===== config.mk =====
export PLATFORM = sky130hd
export DESIGN_NAME = branch_predictor_flat
export DESIGN_NICKNAME = d
export VERILOG_FILES = /design/src/rtl/branch_pkg.sv /design/src/rtl/branch_predictor_if.sv /design/src/rtl/branch_btb_array.sv /design/src/rtl/branch_predictor.sv /design/src/flat_wrapper.sv
export SDC_FILE = /design/constraint.sdc
export NUM_CORES = 2
export LEC_CHECK = 0
export CAP_MARGIN = 20
export CORE_MARGIN = 5
export CORE_UTILIZATION = 57
export CTS_BUF_LIST = sky130_fd_sc_hd__clkbuf_8
export CTS_CLUSTER_DIAMETER = 200
export DETAILED_ROUTE_END_ITERATION = 8
export PLACE_DENSITY = 0.79
export SLEW_MARGIN = 20
export SYNTH_ARGS = -nofsm -noshare
export SYNTH_HDL_FRONTEND = slang
export SYNTH_SLANG_ARGS = --single-unit

===== constraint.sdc =====
create_clock -name clk -period 3.5 [get_ports clk]
set_input_delay 0.35 -clock clk [delete_from_list [all_inputs] [get_ports clk]]
set_output_delay 0.35 -clock clk [all_outputs]
set_load 0.05 [all_outputs]

===== src/rtl/branch_pkg.sv =====
// rtl/branch_pkg.sv - shared branch constants and saturating counter helper
package branch_pkg;

    localparam logic [1:0] SNT = 2'b00;
    localparam logic [1:0] WNT = 2'b01;
    localparam logic [1:0] WT  = 2'b10;
    localparam logic [1:0] ST  = 2'b11;

    // funct3 encodings shared with the EX-stage comparator
    typedef enum logic [2:0] {
        BEQ  = 3'b000,
        BNE  = 3'b001,
        BLT  = 3'b100,
        BGE  = 3'b101,
        BLTU = 3'b110,
        BGEU = 3'b111
    } branch_funct3_e;

    function automatic logic [1:0] sat2(input logic [1:0] ctr, input logic taken);
        logic [1:0] r;
        if (taken) begin
            r = (ctr == ST) ? ST : ctr + 2'd1;
        end else begin
            r = (ctr == SNT) ? SNT : ctr - 2'd1;
        end
        return r;
    endfunction

endpackage


===== src/rtl/branch_predictor_if.sv =====
// rtl/branch_predictor_if.sv - fetch lookup and EX resolution signals of the predictor
interface branch_predictor_if #(
    parameter int XLEN = 32
);
    logic [XLEN-1:0] if_pc;
    logic            pred_taken;
    logic [XLEN-1:0] pred_target;
    logic            ex_valid;
    logic [XLEN-1:0] ex_pc;
    logic            ex_taken;
    logic [XLEN-1:0] ex_target;
    logic            ex_pred_taken;
    logic [XLEN-1:0] ex_pred_target;
    logic            mispredict;
    logic [XLEN-1:0] redirect_pc;
    logic [31:0]     br_count;
    logic [31:0]     mp_count;

    modport master (
        output if_pc, ex_valid, ex_pc, ex_taken, ex_target, ex_pred_taken, ex_pred_target,
        input  pred_taken, pred_target, mispredict, redirect_pc, br_count, mp_count
    );

    modport slave (
        input  if_pc, ex_valid, ex_pc, ex_taken, ex_target, ex_pred_taken, ex_pred_target,
        output pred_taken, pred_target, mispredict, redirect_pc, br_count, mp_count
    );
endinterface


===== src/rtl/branch_btb_array.sv =====
// rtl/branch_btb_array.sv - direct-mapped valid/tag/target/counter table with lookup and update ports
module branch_btb_array #(
    parameter int XLEN    = 32,
    parameter int ENTRIES = 16,
    parameter int IDX_W   = $clog2(ENTRIES),
    parameter int TAG_W   = XLEN - IDX_W - 2
) (
    input  logic             clk,
    input  logic             rst_n,
    input  logic [IDX_W-1:0] rd_idx,
    input  logic [TAG_W-1:0] rd_tag,
    output logic             rd_hit,
    output logic [1:0]       rd_ctr,
    output logic [XLEN-1:0]  rd_target,
    input  logic             wr_en,
    input  logic [IDX_W-1:0] wr_idx,
    input  logic [TAG_W-1:0] wr_tag,
    input  logic             wr_taken,
    input  logic [XLEN-1:0]  wr_target
);
    import branch_pkg::*;

    logic [ENTRIES-1:0] valid_q;
    logic [TAG_W-1:0]   tag_q    [ENTRIES];
    logic [XLEN-1:0]    target_q [ENTRIES];
    logic [1:0]         ctr_q    [ENTRIES];
    logic               wr_hit;

    assign rd_hit    = valid_q[rd_idx] && (tag_q[rd_idx] == rd_tag);
    assign rd_ctr    = ctr_q[rd_idx];
    assign rd_target = target_q[rd_idx];
    assign wr_hit    = valid_q[wr_idx] && (tag_q[wr_idx] == wr_tag);

    // Read-modify-write of the resolving entry; lookups see the old value this cycle
    always_ff @(posedge clk or negedge rst_n) begin
        if (!rst_n) begin
            for (int i = 0; i < ENTRIES; i++) begin
                valid_q[i]  <= 1'b0;
                tag_q[i]    <= '0;
                target_q[i] <= '0;
                ctr_q[i]    <= WNT;
            end
        end else if (wr_en) begin
            if (wr_hit) begin
                ctr_q[wr_idx] <= sat2(ctr_q[wr_idx], wr_taken);
                if (wr_taken) begin
                    target_q[wr_idx] <= wr_target;
                end
            end else if (wr_taken) begin
                valid_q[wr_idx]  <= 1'b1;
                tag_q[wr_idx]    <= wr_tag;
                target_q[wr_idx] <= wr_target;
                ctr_q[wr_idx]    <= WT;
            end
        end
    end

endmodule


===== src/rtl/branch_predictor.sv =====
// rtl/branch_predictor.sv - bimodal direction predictor with BTB, mispredict detect and stats
module branch_predictor #(
    parameter int XLEN    = 32,
    parameter int ENTRIES = 16
) (
    input  logic               clk,
    input  logic               rst_n,
    branch_predictor_if.slave  bus
);
    import branch_pkg::*;

    localparam int IDX_W = $clog2(ENTRIES);
    localparam int TAG_W = XLEN - IDX_W - 2;

    logic            rd_hit;
    logic [1:0]      rd_ctr;
    logic [XLEN-1:0] rd_target;
    logic            pred_taken;
    logic            mispredict;
    logic [31:0]     br_count_q;
    logic [31:0]     mp_count_q;

    branch_btb_array #(
        .XLEN    (XLEN),
        .ENTRIES (ENTRIES),
        .IDX_W   (IDX_W),
        .TAG_W   (TAG_W)
    ) u_array (
        .clk       (clk),
        .rst_n     (rst_n),
        .rd_idx    (bus.if_pc[IDX_W+1:2]),
        .rd_tag    (bus.if_pc[XLEN-1:IDX_W+2]),
        .rd_hit    (rd_hit),
        .rd_ctr    (rd_ctr),
        .rd_target (rd_target),
        .wr_en     (bus.ex_valid),
        .wr_idx    (bus.ex_pc[IDX_W+1:2]),
        .wr_tag    (bus.ex_pc[XLEN-1:IDX_W+2]),
        .wr_taken  (bus.ex_taken),
        .wr_target (bus.ex_target)
    );

    assign pred_taken      = rd_hit && rd_ctr[1];
    assign bus.pred_taken  = pred_taken;
    assign bus.pred_target = pred_taken ? rd_target : bus.if_pc + XLEN'(4);

    // A correct not-taken prediction never compares targets
    assign mispredict = bus.ex_valid &&
                        ((bus.ex_taken != bus.ex_pred_taken) ||
                         (bus.ex_taken && (bus.ex_target != bus.ex_pred_target)));
    assign bus.mispredict  = mispredict;
    assign bus.redirect_pc = bus.ex_taken ? bus.ex_target : bus.ex_pc + XLEN'(4);

    always_ff @(posedge clk or negedge rst_n) begin
        if (!rst_n) begin
            br_count_q <= '0;
            mp_count_q <= '0;
        end else begin
            if (bus.ex_valid) begin
                br_count_q <= br_count_q + 32'd1;
            end
            if (mispredict) begin
                mp_count_q <= mp_count_q + 32'd1;
            end
        end
    end

    assign bus.br_count = br_count_q;
    assign bus.mp_count = mp_count_q;

endmodule


===== src/flat_wrapper.sv =====
// flat-port wrapper written by rule: the top's interface ports become plain ports
module branch_predictor_flat import branch_pkg::*;
#(
    parameter int XLEN    = 32,
    parameter int ENTRIES = 16
)
  (clk, rst_n, bus_if_pc, bus_ex_valid, bus_ex_pc, bus_ex_taken, bus_ex_target, bus_ex_pred_taken, bus_ex_pred_target, bus_pred_taken, bus_pred_target, bus_mispredict, bus_redirect_pc, bus_br_count, bus_mp_count);
  branch_predictor_if #(.XLEN(XLEN)) bus_i ();
  input  logic clk;
  input  logic rst_n;
  input wire logic [$bits(bus_i.if_pc)-1:0] bus_if_pc;
  input wire logic [$bits(bus_i.ex_valid)-1:0] bus_ex_valid;
  input wire logic [$bits(bus_i.ex_pc)-1:0] bus_ex_pc;
  input wire logic [$bits(bus_i.ex_taken)-1:0] bus_ex_taken;
  input wire logic [$bits(bus_i.ex_target)-1:0] bus_ex_target;
  input wire logic [$bits(bus_i.ex_pred_taken)-1:0] bus_ex_pred_taken;
  input wire logic [$bits(bus_i.ex_pred_target)-1:0] bus_ex_pred_target;
  output wire logic [$bits(bus_i.pred_taken)-1:0] bus_pred_taken;
  output wire logic [$bits(bus_i.pred_target)-1:0] bus_pred_target;
  output wire logic [$bits(bus_i.mispredict)-1:0] bus_mispredict;
  output wire logic [$bits(bus_i.redirect_pc)-1:0] bus_redirect_pc;
  output wire logic [$bits(bus_i.br_count)-1:0] bus_br_count;
  output wire logic [$bits(bus_i.mp_count)-1:0] bus_mp_count;
  assign bus_i.if_pc = bus_if_pc;
  assign bus_i.ex_valid = bus_ex_valid;
  assign bus_i.ex_pc = bus_ex_pc;
  assign bus_i.ex_taken = bus_ex_taken;
  assign bus_i.ex_target = bus_ex_target;
  assign bus_i.ex_pred_taken = bus_ex_pred_taken;
  assign bus_i.ex_pred_target = bus_ex_pred_target;
  assign bus_pred_taken = bus_i.pred_taken;
  assign bus_pred_target = bus_i.pred_target;
  assign bus_mispredict = bus_i.mispredict;
  assign bus_redirect_pc = bus_i.redirect_pc;
  assign bus_br_count = bus_i.br_count;
  assign bus_mp_count = bus_i.mp_count;
  branch_predictor #(.XLEN(XLEN), .ENTRIES(ENTRIES)) u_core (.clk(clk), .rst_n(rst_n), .bus(bus_i));
endmodule

==> results.py <==
metrics = {
    "synthesis": {
        "mappedNetlistNets": 3834,
        "postSynth.topFlopCell": "sky130_fd_sc_hd__dfrtp_1",
        "synth-seq-cells": 1040,
        "synth_warnings": 0,
        "synth_cell_type_count": 78,
        "synth-edff-count": 0,
        "post_synth_instance_area_sq_um": 54900,
        "netlist_top_cells_area": "sky130_fd_sc_hd__dfrtp_1 (47%), sky130_fd_sc_hd__mux4_2 (16%), sky130_fd_sc_hd__mux2_2 (14%)",
        "syn_area_per_cell_sq_um": 14.9,
        "ys_async_sr_fraction_pct": 100,
        "yosysTopAreaCellShare_pct": 46.6,
        "netlist_instances": 3694,
        "synth-seq-area-share_pct": 47.4,
        "synth_largest_area_cell": "sky130_fd_sc_hd__dfrtp_1",
    },
    "critical_path": {
        "crit_path_top_delay_cell": "sky130_fd_sc_hd__mux4_2",
        "timing.rr.start": "u_core.u_array.tag_q[170]",
        "worst_setup_path_start_kind": "flop",
        "timing.critical_path.cells": "mux4_2 > mux4_2 > xnor2_1 > buf_4 > nand4_1 > nor4_2 > and4_4 > buf_12 > buf_12 > mux2_4 > buf_6",
        "timing.reg2reg.setup_slack_ps": -1090,
        "critical_path.max_fanout": 8,
        "timing.reg2reg.worst_path_depth": 23,
        "timing.critical_path.slowest_cell_delay_ps": 490,
        "worst-path-buf-inv": 4,
        "rr_endpoint": "u_core.u_array.tag_q[378]",
        "path_class": "reg2out",
        "crit_family": "multiplexers",
        "critical_path_arrival_ps": 4340,
        "timing.critical_path.to_type": "primary output",
        "crit_required_ps": 3150,
    },
    "flow_run": {
        "max_cap_viol_count": 0,
    },
    "layout": {
        "register_area_sq_um": 26000,
        "fillCellCount": 5719,
        "area_of_combinational_cells_with_multiple_inputs_sq_um": 27500,
        "nets": 4646,
        "layout_commonest_cell": "sky130_fd_sc_hd__dfrtp_1",
        "layout_cells_sized_above_1_pct": 54.1,
        "syn_to_final_growth_pct": 26.1,
        "postLayoutCellArea_sq_um": 69300,
        "final_cell_mix": "sky130_fd_sc_hd__dfrtp_1 (1024), sky130_fd_sc_hd__mux2_2 (690), sky130_fd_sc_hd__buf_4 (555), sky130_fd_sc_hd__mux4_2 (385), sky130_fd_sc_hd__mux2_4 (284)",
    },
    "clock_network": {
        "clock_sink_count": 1040,
        "clockBufferDepth": 3,
        "cts_buffers": 170,
        "path_clk_slew_ps": 60,
        "clkLatencyLatePin_ps": 890,
        "clk_root_buffer_cell": "sky130_fd_sc_hd__clkbuf_8",
        "ctsHtreeMaxLevel": 4,
        "cts_tree": "done",
    },
    "timing": {
        "maxClockFrequency_ghz": 0.213,
        "setup_repair_after_global_routing_missed_its_margin": "yes",
        "finClkSkew_ps": 46.8,
        "worst_slack_ps": -1190,
        "post-route-period-util_pct": 134,
        "setup_viol_count_final": 506,
        "setup_total_negative_slack_ps": -450190,
        "relSlewSlack_pct": 39.3,
        "report.final.hold_viol_count": 0,
        "transition_time_of_the_tightest_slew_check_pin_ps": 887,
        "timing_max_transition_violations_final": 0,
        "final_period_minus_worst_setup_slack_ps": 4690,
    },
    "die": {
        "core_sq_um": 95300,
        "start_util_pct": 57.7,
        "io-pin-count": 263,
        "fp.dieArea_sq_um": 103000,
        "row_count": 113,
        "die_y_microns": 320,
        "die_width_microns": 320,
    },
    "detailed_routing": {
        "routed-wl-met2_microns": 82100,
        "route.top_layer_used": "met5",
        "wl_met3_microns": 22600,
        "antenna_left": 0,
        "detailedRoute.firstPassIterationCount": 6,
        "drt_drc_violations_left": 0,
        "detailedRoute.firstIterationViolations": 4841,
        "wirelength_met1_microns": 67200,
        "wire_per_inst_microns": 31.1,
        "vias": 39500,
        "totalWireLength_microns": 184000,
        "drt-vias-per-instance": 6.68,
    },
    "placement": {
        "placed_cell_area_sq_um": 63900,
        "gp_congestion": 0.949,
        "port-buffer-count": 262,
        "hpwlAfterDp_microns": 117000,
    },
    "global_route": {
        "overflow": 0,
        "wire_length_of_the_first_global_routing_pass_microns": 271000,
        "globalRouteTotalUtil_pct": 35.3,
        "first_global_vias": 41000,
        "initial_antenna_violation_count": 6,
        "grt_max_degree": 91,
    },
    "worst_hold_path": {
        "timing.hold.worst.class": "in2async",
    },
    "pwr": {
        "power.total_mw": 36.7,
        "power_report.internal_total_mw": 26.0,
        "power.ir.vdd_worst_v": 0.000419,
        "pwr_cell_area_nw_per_um2": 530,
        "power_leakage_nw": 31.0,
        "combPwrFrac_pct": 25.3,
        "p_switching_mw": 10.7,
        "share_clk_of_total_power_pct": 31.4,
        "sequentialPowerShare_pct": 43.3,
        "p_sw_share_pct": 29.1,
    },
    "status": {
        "status": "finished, violations left",
        "failed_checks": "setup timing",
    },
}
-- registers in the layout (all words and copies together), names as in the netlist --
name / flops
u_core.u_array.target_q: 512
u_core.u_array.tag_q: 416
u_core.bus.br_count: 32
u_core.bus.mp_count: 32
u_core.u_array.ctr_q: 32
u_core.u_array.valid_q: 16
-- cell usage after synthesis (all sizes together) (6+ instances only) --
cell,number
dfrtp,1024
mux2,974
mux4,385
clkbuf,217
nand2,137
buf,127
xnor2,116
xor2,88
mux2i,74
nor2,62
nand3,52
o21ai,43
nand4,37
a21oi,34
inv,25
a31oi,24
nor3,24
nand2b,22
or2,20
nor4,19
a41oi,17
a41o,16
dfstp,16
and3,15
o31ai,13
nor2b,10
o22ai,9
a221oi,7
ha,7
a22oi,6
-- through the flow --
stage | instances | setup slack, ps | util (%) | hold WS (ps)
6_report | 5912 | -1190 | 72.7 | 104
5_1_grt | 5908 | -1260 | 72.7 | 133
4_1_cts | 5905 | -1170 | 72.7 | 89.5
3_5_place_dp | 5514 | -816 | 67.1 | 394
3_3_place_gp | 5514 | -774 | 67.1 | 393
2_1_floorplan | 3694 | -319 | - | 54.4
-- worst reg2reg max path: cells and delay by family (launching register included) --
family	cells	cell delay, ps
compound gates	3	770
xor+xnor	1	300
buf+inv	15	1840
flops	1	430
mux	3	970
simple gates	1	170
-- power by group through the flow --
stage | Sequential [mW] | Clock (mW) | Combinational (mW)
after global placement | 15.8 | 0 | 8.64
after global routing | 16.0 | 12.2 | 9.76
after CTS | 15.7 | 11.6 | 9.09
final | 15.9 | 11.5 | 9.30
after floorplan | 15.6 | 0 | 5.48
after detailed placement | 15.9 | 0 | 8.92
-- worst max path at each step --
stage	startpoint	to	slack, ps	depth (start not counted)
after floorplan	bus_if_pc[3]	bus_pred_taken	-320	12
after CTS	u_core.u_array.tag_q[82]	bus_pred_target[10]	-1170	10
after global routing	u_core.u_array.tag_q[214]	bus_pred_target[10]	-1260	10
after global placement	bus_if_pc[2]	bus_pred_target[10]	-770	12
final	u_core.u_array.tag_q[54]	bus_pred_target[11]	-1190	11
after detailed placement	bus_if_pc[2]	bus_pred_target[10]	-820	14
-- timing repair --
item                                    CTS  global route
pin swaps                                16            16
setup buffers                            62            25
cloned                                   24             5
hold buffers                              1             0
endpoints found under the hold margin   237             0
resized for setup                       119            57
endpoints found under the setup margin  501           507
-- layer usage --
metal / vias up / track usage, %
met5: - / 0
met4: 4 / 17.9
met3: 740 / 11.8
met2: 2792 / 52.8
met1: 20400 / 46.6
li1: 15600 / -
-- cell families after synthesis --
logic type | share of synthesized area [%]
fa+ha+maj | 0.178
mux | 38.8
simple gates | 3.98
xor+xnor | 3.25
compound gates | 3.09
buf+inv | 3.32
flops | 47.4
-- area by class of cell --
| cell class | count | share of cell area, % |
|---|---|---|
| diodes | 5 | 0.0181 |
| flip-flops and latches | 1040 | 37.6 |
| well taps | 1265 | 2.28 |
| multi-input cells | 2282 | 39.6 |
| repair buffers | 984 | 15.0 |
| inverters | 28 | 0.155 |
| clock buffers | 219 | 4.35 |
| clock inverters | 89 | 0.960 |
No activity file was read; power rests on OpenSTA's default activity.
